File: src/rtl/pbs_pkg.sv
// rtl/pbs_pkg.sv - shared types and constants for the PBS battle sequencer
package pbs_pkg;

  typedef enum logic [3:0] {
    IDLE,
    P_LOAD,
    P_ROLL,
    P_APPLY,
    P_CHECK,
    AI_WAIT,
    AI_ROLL,
    AI_APPLY,
    AI_CHECK,
    DONE
  } state_t;

  localparam int HP_W_DEF = 4;
  localparam logic [HP_W_DEF-1:0] HP_MAX = '1;

  localparam logic TR_PLAYER = 1'b0;
  localparam logic TR_AI     = 1'b1;

  typedef enum logic [1:0] {
    MV_0 = 2'd0,
    MV_1 = 2'd1,
    MV_2 = 2'd2,
    MV_3 = 2'd3
  } move_t;

endpackage

File: src/rtl/pbs_btn_edge.sv
// rtl/pbs_btn_edge.sv - go button registered copy and rising-edge pulse
module pbs_btn_edge (
  input  logic clk,
  input  logic rst,
  input  logic go,
  output logic rise
);

  logic go_q;
  logic armed;

  // armed stays low until go has been seen low once, so a button held
  // through reset does not fire on reset release
  always_ff @(posedge clk or negedge rst) begin
    if (!rst) begin
      go_q  <= 1'b0;
      armed <= 1'b0;
    end else begin
      go_q <= go;
      if (!go) armed <= 1'b1;
    end
  end

  assign rise = go & ~go_q & armed;

endmodule

File: src/rtl/pbs_ctrl.sv
// rtl/pbs_ctrl.sv - PBS battle-turn sequencer; PBS_MISS_EN enables accuracy misses
module pbs_ctrl
  import pbs_pkg::*;
#(
  parameter int HP_W     = 4,
  parameter int AI_DELAY = 8,
  parameter int TURN_W   = 8
) (
  input  logic              clk,
  input  logic              rst,
  input  logic              go,
  input  logic [HP_W-1:0]   p_hp,
  input  logic [HP_W-1:0]   ai_hp,
  input  logic [HP_W-1:0]   accu,
  input  logic [HP_W-1:0]   acc_roll,
  output logic              actr,
  output logic              target,
  output logic              stop,
  output logic              load_ai_hp,
  output logic              app_ai_dmg,
  output logic              app_pl_dmg,
  output logic              miss,
  output logic              busy,
  output logic              game_over,
  output logic              winner,
  output logic [TURN_W-1:0] turn_cnt
);

  localparam int CNT_W = (AI_DELAY > 1) ? $clog2(AI_DELAY) : 1;
  localparam logic [CNT_W-1:0] WAIT_LOAD = CNT_W'(AI_DELAY - 1);

  state_t           state;
  logic [CNT_W-1:0] wait_cnt;
  logic             rise;
  logic             roll_hit;

  pbs_btn_edge u_btn_edge (
    .clk  (clk),
    .rst  (rst),
    .go   (go),
    .rise (rise)
  );

`ifdef PBS_MISS_EN
  assign roll_hit = (acc_roll <= accu);
`else
  logic unused_roll;
  assign roll_hit    = 1'b1;
  assign unused_roll = ^{acc_roll, accu};
`endif

  // Strobes are set on entry to the state they belong to, so each is high
  // for exactly the one cycle spent in that state.
  always_ff @(posedge clk or negedge rst) begin
    if (!rst) begin
      state      <= IDLE;
      wait_cnt   <= '0;
      actr       <= TR_PLAYER;
      target     <= 1'b1;
      stop       <= 1'b0;
      load_ai_hp <= 1'b0;
      app_ai_dmg <= 1'b0;
      app_pl_dmg <= 1'b0;
      miss       <= 1'b0;
      busy       <= 1'b0;
      game_over  <= 1'b0;
      winner     <= 1'b0;
      turn_cnt   <= '0;
    end else begin
      stop       <= 1'b0;
      load_ai_hp <= 1'b0;
      app_ai_dmg <= 1'b0;
      app_pl_dmg <= 1'b0;
      miss       <= 1'b0;
      case (state)
        IDLE: begin
          if (rise) begin
            state      <= P_LOAD;
            load_ai_hp <= 1'b1;
            busy       <= 1'b1;
            actr       <= TR_PLAYER;
            target     <= ~TR_PLAYER;
          end
        end
        P_LOAD: begin
          state <= P_ROLL;
          stop  <= 1'b1;
        end
        P_ROLL: begin
          state      <= P_APPLY;
          app_ai_dmg <= roll_hit;
          miss       <= ~roll_hit;
        end
        P_APPLY: begin
          state <= P_CHECK;
        end
        P_CHECK: begin
          if (ai_hp == '0) begin
            state     <= DONE;
            game_over <= 1'b1;
            winner    <= 1'b1;
            busy      <= 1'b0;
          end else begin
            state    <= AI_WAIT;
            wait_cnt <= WAIT_LOAD;
            actr     <= TR_AI;
            target   <= ~TR_AI;
          end
        end
        AI_WAIT: begin
          if (wait_cnt == '0) begin
            state <= AI_ROLL;
            stop  <= 1'b1;
          end else begin
            wait_cnt <= wait_cnt - CNT_W'(1);
          end
        end
        AI_ROLL: begin
          state      <= AI_APPLY;
          app_pl_dmg <= roll_hit;
          miss       <= ~roll_hit;
        end
        AI_APPLY: begin
          state <= AI_CHECK;
        end
        AI_CHECK: begin
          busy   <= 1'b0;
          actr   <= TR_PLAYER;
          target <= ~TR_PLAYER;
          if (p_hp == '0) begin
            state     <= DONE;
            game_over <= 1'b1;
            winner    <= 1'b0;
          end else begin
            state <= IDLE;
            if (turn_cnt != '1) turn_cnt <= turn_cnt + TURN_W'(1);
          end
        end
        DONE: begin
          state <= DONE;
        end
        default: begin
          state <= IDLE;
        end
      endcase
    end
  end

endmodule

File: config.mk
export PLATFORM = sky130hd
export DESIGN_NAME = pbs_ctrl
export DESIGN_NICKNAME = d
export VERILOG_FILES = /design/src/rtl/pbs_pkg.sv /design/src/rtl/pbs_btn_edge.sv /design/src/rtl/pbs_ctrl.sv
export SDC_FILE = /design/constraint.sdc
export NUM_CORES = 1
export LEC_CHECK = 0
export CORE_ASPECT_RATIO = 0.7
export CORE_MARGIN = 2
export CORE_UTILIZATION = 40
export CTS_BUF_LIST = sky130_fd_sc_hd__clkbuf_8
export CTS_CLUSTER_SIZE = 14
export DETAILED_ROUTE_END_ITERATION = 8
export GPL_TIMING_DRIVEN = 0
export PLACE_DENSITY = 0.69
export SETUP_SLACK_MARGIN = 0.1
export SLEW_MARGIN = 25
export SYNTH_ARGS = -nofsm -noshare
export SYNTH_HDL_FRONTEND = slang
export SYNTH_SLANG_ARGS = --single-unit
File: constraint.sdc
create_clock -name clk -period 3.3 [get_ports clk]
set_clock_uncertainty 0.15 [all_clocks]
set_input_delay 0.66 -clock clk [delete_from_list [all_inputs] [get_ports clk]]
set_output_delay 0.66 -clock clk [all_outputs]
set_load 0.05 [all_outputs]
==> flow_summary.yaml, run 1 <==
die:
  initial_core_util_pct: 43.4
  die_w_um: 71.1
  die_area_um2: 3620
  die_y_um: 51.0
  coreArea_um2: 2900
  fp-row-count: 16
  ioPinCount: 37
placed_design:
  gp_congestion: 0.914
  port_buffers: 27
  dpl.hpwl_mm: 1.97
  dp_cells: 183
grt:
  grt_use_total_pct: 14.9
  gr-total-overflow: 0
  grt_pass1_wl_mm: 4.19
  grt_pass1_vias: 911
  antenna_found_initial: 0
  grt_max_degree: 27
yosys:
  yosysTopAreaCellShare_pct: 49.7
  async_reset_ff_share_pct: 100
  ys_top_cells_by_count: "dfrtp_1 (25), nor2_1 (10), o21ai_0 (9)"
  synth_nets: 142
  synth_area_um2: 1260
  ys.flop_type: "dfrtp_1"
  syn_inst: 120
  yosys_warnings: 0
  yosysUniqueCellTypes: 37
  yosysSeqAreaShare_pct: 51.7
  ys_ff_latch: 26
  yosys.area.top_type: "dfrtp_1"
  synth_edf_count: 0
  synth.most_common_cell: "dfrtp_1"
  synth_area_leaders: "dfrtp_1 (50%), o21ai_0 (3.6%), xor2_1 (3.5%), ha_1 (3.0%), nand2b_1 (3.0%)"
  avgSynthCellArea_um2: 10.5
setup_path:
  critical_path.cell_chain: "clkdlybuf4s50_1"
  end_kind: "output port"
  critPathArrivalTime_ps: 1610
  critPathKind: "reg2out"
  worst-path-buf-inv: 1
  crit_path_max_fanout: 3
  startpoint_type: "flop"
  max_stage_delay_ps: 800
  slowest_stage: "clkdlybuf4s50_1"
  crit_family: "buffers and inverters"
  critPathRequiredTime_ps: 2490
  r2r_slack_ps: 1390
drt:
  drt-total-wl_mm: 2.61
  drtPass1Iterations: 4
  drt_iter0_drc: 67
  routed_via_density: 5.29
  drcViolationCount: 0
  final_antenna_net_count: 0
  num_vias: 989
  wl_per_cell_um: 14.0
job:
  maxCapViolCount: 0
timing:
  timing.final.hold_violations: 0
  fin_crit_sh_pct: 73.4
  fin_crit_ps: 2420
  relSlewSlack_pct: 57.8
  final-setup-viol-count: 0
  worst_slew_pin_slew_ps: 628
  final_max_slew_viol_count: 0
  setup_tns_ps: 0
  fmax_mhz: 413
  rsz0062_at_grt: "false"
clocking:
  clock_sinks: 26
  htreeDepth: 1
  postCtsHoldBufs: 0
  clk_latency_ps: 260
  cts-root-buf: "clkbuf_8"
  cts_resized: 0
  numCtsBuffers: 3
  cts_setup_buffers: 0
  clkSlewWorstSetupHoldPaths_ps: 80
  cts_tree: "done"
  cts.path.max_buffers: 2
power:
  peakVddDrop_v: 0.000371
  p_leak_nw: 0.697
  power_density_nw_per_um2: 780
  total_power_mw: 1.27
final_layout:
  finalNonFillerCells: 187
  seq_area_um2: 652
  areaGrowthSynthToFinish_pct: 29.0
  final.fill_count: 245
  nets: 174
  multi_input_area_um2: 566
  drive_gt1_share_pct: 9.27
  antenna_cells: 0
worst_hold_path:
  hold_class: "in2async"
outcome:
  status: "finished, final reports clean"
==> power by group <==
group          leakage (nW)  internal (mW)  switching (mW)
Sequential            0.319          0.407          0.0683
Combinational         0.349          0.210           0.386
Clock                0.0288          0.106          0.0902
==> cell usage in the layout (no fill, tap or decap), types with 2 or more instances in the layout <==
cell             instances
nand2b_1                 6
nand4_1                  2
inv_1                    5
clkbuf_1                 3
xor2_1                   5
xnor2_1                  2
a21oi_1                  5
nor3_1                   3
clkdlybuf4s50_1         26
o21ai_0                  9
buf_2                    2
ha_1                     3
dfrtp_1                 25
or3_1                    2
o21bai_1                 2
nor4_1                   4
nand2_1                  6
clkbuf_8                 4
nor2_1                  10
and3_1                   2
a211oi_1                 4
nand3_1                  4
==> kinds of logic after synthesis <==
| family | after synthesis | synth area share (%) |
|---|---|---|
| compound gates | 26 | 13.7 |
| other cells | 1 | 0.298 |
| fa+ha+maj | 3 | 2.98 |
| xor+xnor | 7 | 4.87 |
| mux | 1 | 0.894 |
| simple gates | 46 | 22.1 |
| flops | 26 | 51.7 |
| buf+inv | 10 | 3.38 |
==> metal layers <==
metal	track usage, %	share of wire, %	vias up
li1	-	-	490
met1	20.9	50	465
met2	22.6	44	32
met3	3.75	5.5	2
met4	5.03	0.77	0
met5	0	0	-
==> final timing paths <==
| kind | startpoint | endpoint | cells after the start |
|---|---|---|---|
| worst max-delay path | target | target | 1 |
| worst min-delay path | rst | turn_cnt[0] | 1 |
| worst max register to register | state[3] | wait_cnt[2] | 5 |
| worst min register to register | game_over | game_over | 1 |
| max in group asynchronous | rst | app_ai_dmg | 1 |
| min in group clk | game_over | game_over | 1 |
==> sequential cells by signal, indices dropped and copies added (netlist names) <==
signal,count
turn_cnt,8
state,4
wait_cnt,3
actr,1
app_ai_dmg,1
app_pl_dmg,1
busy,1
game_over,1
load_ai_hp,1
stop,1
target,1
u_btn_edge.armed,1
u_btn_edge.go_q,1
winner,1
==> layout make-up <==
type / instances / area share, %
repair buffers: 27 / 16.3
inverters: 5 / 1.15
clock buffers: 4 / 3.39
well taps: 36 / 2.77
flip-flops and latches: 26 / 40.1
plain buffers: 5 / 1.46
multi-input cells: 84 / 34.8
==> metrics by stage <==
stage	utilization (%)	setup WS [ps]	cell area [um2]	hold WS, ps
CTS	56.0	866	1630	247
global placement	54.3	840	1580	291
global route	56.0	834	1630	271
detailed placement	54.1	818	1570	300
floorplan	-	1320	1260	214
finish	56.0	877	1630	224
Note: power is estimated with default switching activity, not from simulation.
==> run 2: changes to the inputs <==
--- a/config.mk
+++ b/config.mk
@@ -12,7 +12,7 @@
 export CTS_CLUSTER_SIZE = 14
 export DETAILED_ROUTE_END_ITERATION = 8
 export GPL_TIMING_DRIVEN = 0
-export PLACE_DENSITY = 0.69
+export PLACE_DENSITY = 0.72
 export SETUP_SLACK_MARGIN = 0.1
 export SLEW_MARGIN = 25
 export SYNTH_ARGS = -nofsm -noshare
==> constraint.sdc (replaced) <==
create_clock -name clk -period 2.14 [get_ports clk]
set_clock_uncertainty 0.15 [all_clocks]
set_input_delay 0.428 -clock clk [delete_from_list [all_inputs] [get_ports clk]]
set_output_delay 0.428 -clock clk [all_outputs]
set_load 0.05 [all_outputs]
==> flow_summary.yaml, run 2 (synthesis results as in run 1) <==
final_layout:
  final.fill_count: 245
  seq_area_um2: 652
  multi_input_area_um2: 572
  nets: 174
  layout_common_cells: "dfrtp_1 (25), clkdlybuf4s50_1 (14), nor2_1 (10), dlygate4sd2_1 (10), o21ai_0 (9)"
  finalNonFillerCells: 187
  largest_register: "turn_cnt"
  areaGrowthSynthToFinish_pct: 28.1
  drive_gt1_share_pct: 9.27
  reg_top3: "turn_cnt x8, state x4, wait_cnt x3"
  layout.cells.most_common: "dfrtp_1"
  largest_reg_flops: 8
  antenna_cells: 0
clocking:
  cts_tree: "done"
  htreeDepth: 1
  cts.path.max_buffers: 2
  clk_latency_ps: 270
  clock_sinks: 26
  postCtsHoldBufs: 0
  cts-root-buf: "clkbuf_8"
  clkSlewWorstSetupHoldPaths_ps: 90
  numCtsBuffers: 3
placed_design:
  dpl.hpwl_mm: 2.05
  port_buffers: 27
  dpl_worst_slack_ps: -129
  gp_congestion: 0.913
  dp_cells: 183
drt:
  routed_via_density: 5.56
  final_antenna_net_count: 0
  num_vias: 1040
  drtPass1Iterations: 4
  drcViolationCount: 0
  wl_per_cell_um: 14.7
  drt-total-wl_mm: 2.75
  drt_iter0_drc: 73
grt:
  grt_pass1_wl_mm: 4.59
  grt_pass1_vias: 935
  grt_use_total_pct: 16.3
  grt_max_degree: 27
  gr-total-overflow: 0
  antenna_found_initial: 0
setup_path:
  critPathRequiredTime_ps: 1560
  regToRegStartpoint: "state[3]"
  worst-path-buf-inv: 1
  crit_start: "game_over"
  slowest_stage: "clkdlybuf4s50_1"
  end_kind: "output port"
  crit_family: "buffers and inverters"
  critPathArrivalTime_ps: 1420
  max_stage_delay_ps: 800
  critPathKind: "reg2out"
  startpoint_type: "flop"
  critical_path.cell_chain: "clkdlybuf4s50_1"
  crit_path_max_fanout: 2
outcome:
  violations: "hold timing"
  status: "finished, violations left"
timing:
  rsz0062_at_grt: "false"
  timing.final.hold_violations: 4
  setup_ws_ps: 144
  fin_crit_ps: 2000
  fmax_mhz: 501
  hold_slack_ps: -2.35
  worst_slew_pin_slew_ps: 570
  relSlewSlack_pct: 62.0
  final_max_slew_viol_count: 0
  fin_crit_sh_pct: 93.3
  final-setup-viol-count: 0
die:
  fp-row-count: 16
  die_y_um: 51.0
  coreArea_um2: 2900
  die_area_um2: 3620
  initial_core_util_pct: 43.4
  die_w_um: 71.1
  ioPinCount: 37
power:
  power_density_nw_per_um2: 1180
  total_power_mw: 1.91
  p_leak_nw: 0.743
  peakVddDrop_v: 0.000606
worst_hold_path:
  hold_class: "in2async"
job:
  maxCapViolCount: 0
==> run 2: changes by cell type in the layout (fill, tap and decap cells not counted) <==
cell             previous run  this run
dlymetal6s2s_1              0         2
clkbuf_8                    4         3
dlygate4sd2_1               0        10
inv_1                       5         6
clkdlybuf4s50_1            26        14
nor4_1                      4         3
nor4_2                      1         2
==> run 2: layout make-up <==
class,instances,area share (%)
Clock inverter,1,0.233
Buffer,5,1.47
Clock buffer,3,2.56
Inverter,5,1.16
Tap cell,36,2.79
Sequential cell,26,40.4
Multi-Input combinational cell,84,35.4
Timing Repair Buffer,27,16.0
==> run 2: routing by layer <==
metal / up-vias / part of all wire, % / track usage, %
li1: 489 / - / -
met1: 510 / 48 / 24.0
met2: 37 / 45 / 24.0
met3: 4 / 5.5 / 3.55
met4: 0 / 1.3 / 4.72
met5: - / 0 / 0
==> run 2: final timing paths <==
path	slack, ps	end	depth (start not counted)
setup / recovery	140	game_over	1
hold / removal	-2	busy	1
setup reg to reg	230	wait_cnt[2]	5
hold reg to reg	320	u_btn_edge.armed	1
max in group asynchronous	1460	target	1
min in group clk	320	u_btn_edge.armed	1
==> run 2: stage by stage <==
step	hold slack (ps)	setup TNS (ps)	utilization, %	area (um2)
after CTS	15.9	0	55.2	1600
after floorplan	-17.6	0	-	1260
after global placement	291	-85.2	54.3	1580
after detailed placement	296	-243	54.1	1570
final	-2.35	0	55.6	1610
after global routing	53.1	0	55.6	1610
==> run 2: timing repair <==
action,CTS,global route
hold endpoints to repair,0,0
setup endpoints to repair,10,4
gates resized for setup,10,3
buffers inserted,0,0
==> run 2: power breakdown <==
group	internal, mW	total, mW	switching (mW)	leakage, nW
combinational	0.300	0.908	0.608	0.396
clock	0.128	0.271	0.143	0.0269
sequential	0.628	0.733	0.105	0.319
total	1.06	1.91	0.856	0.743
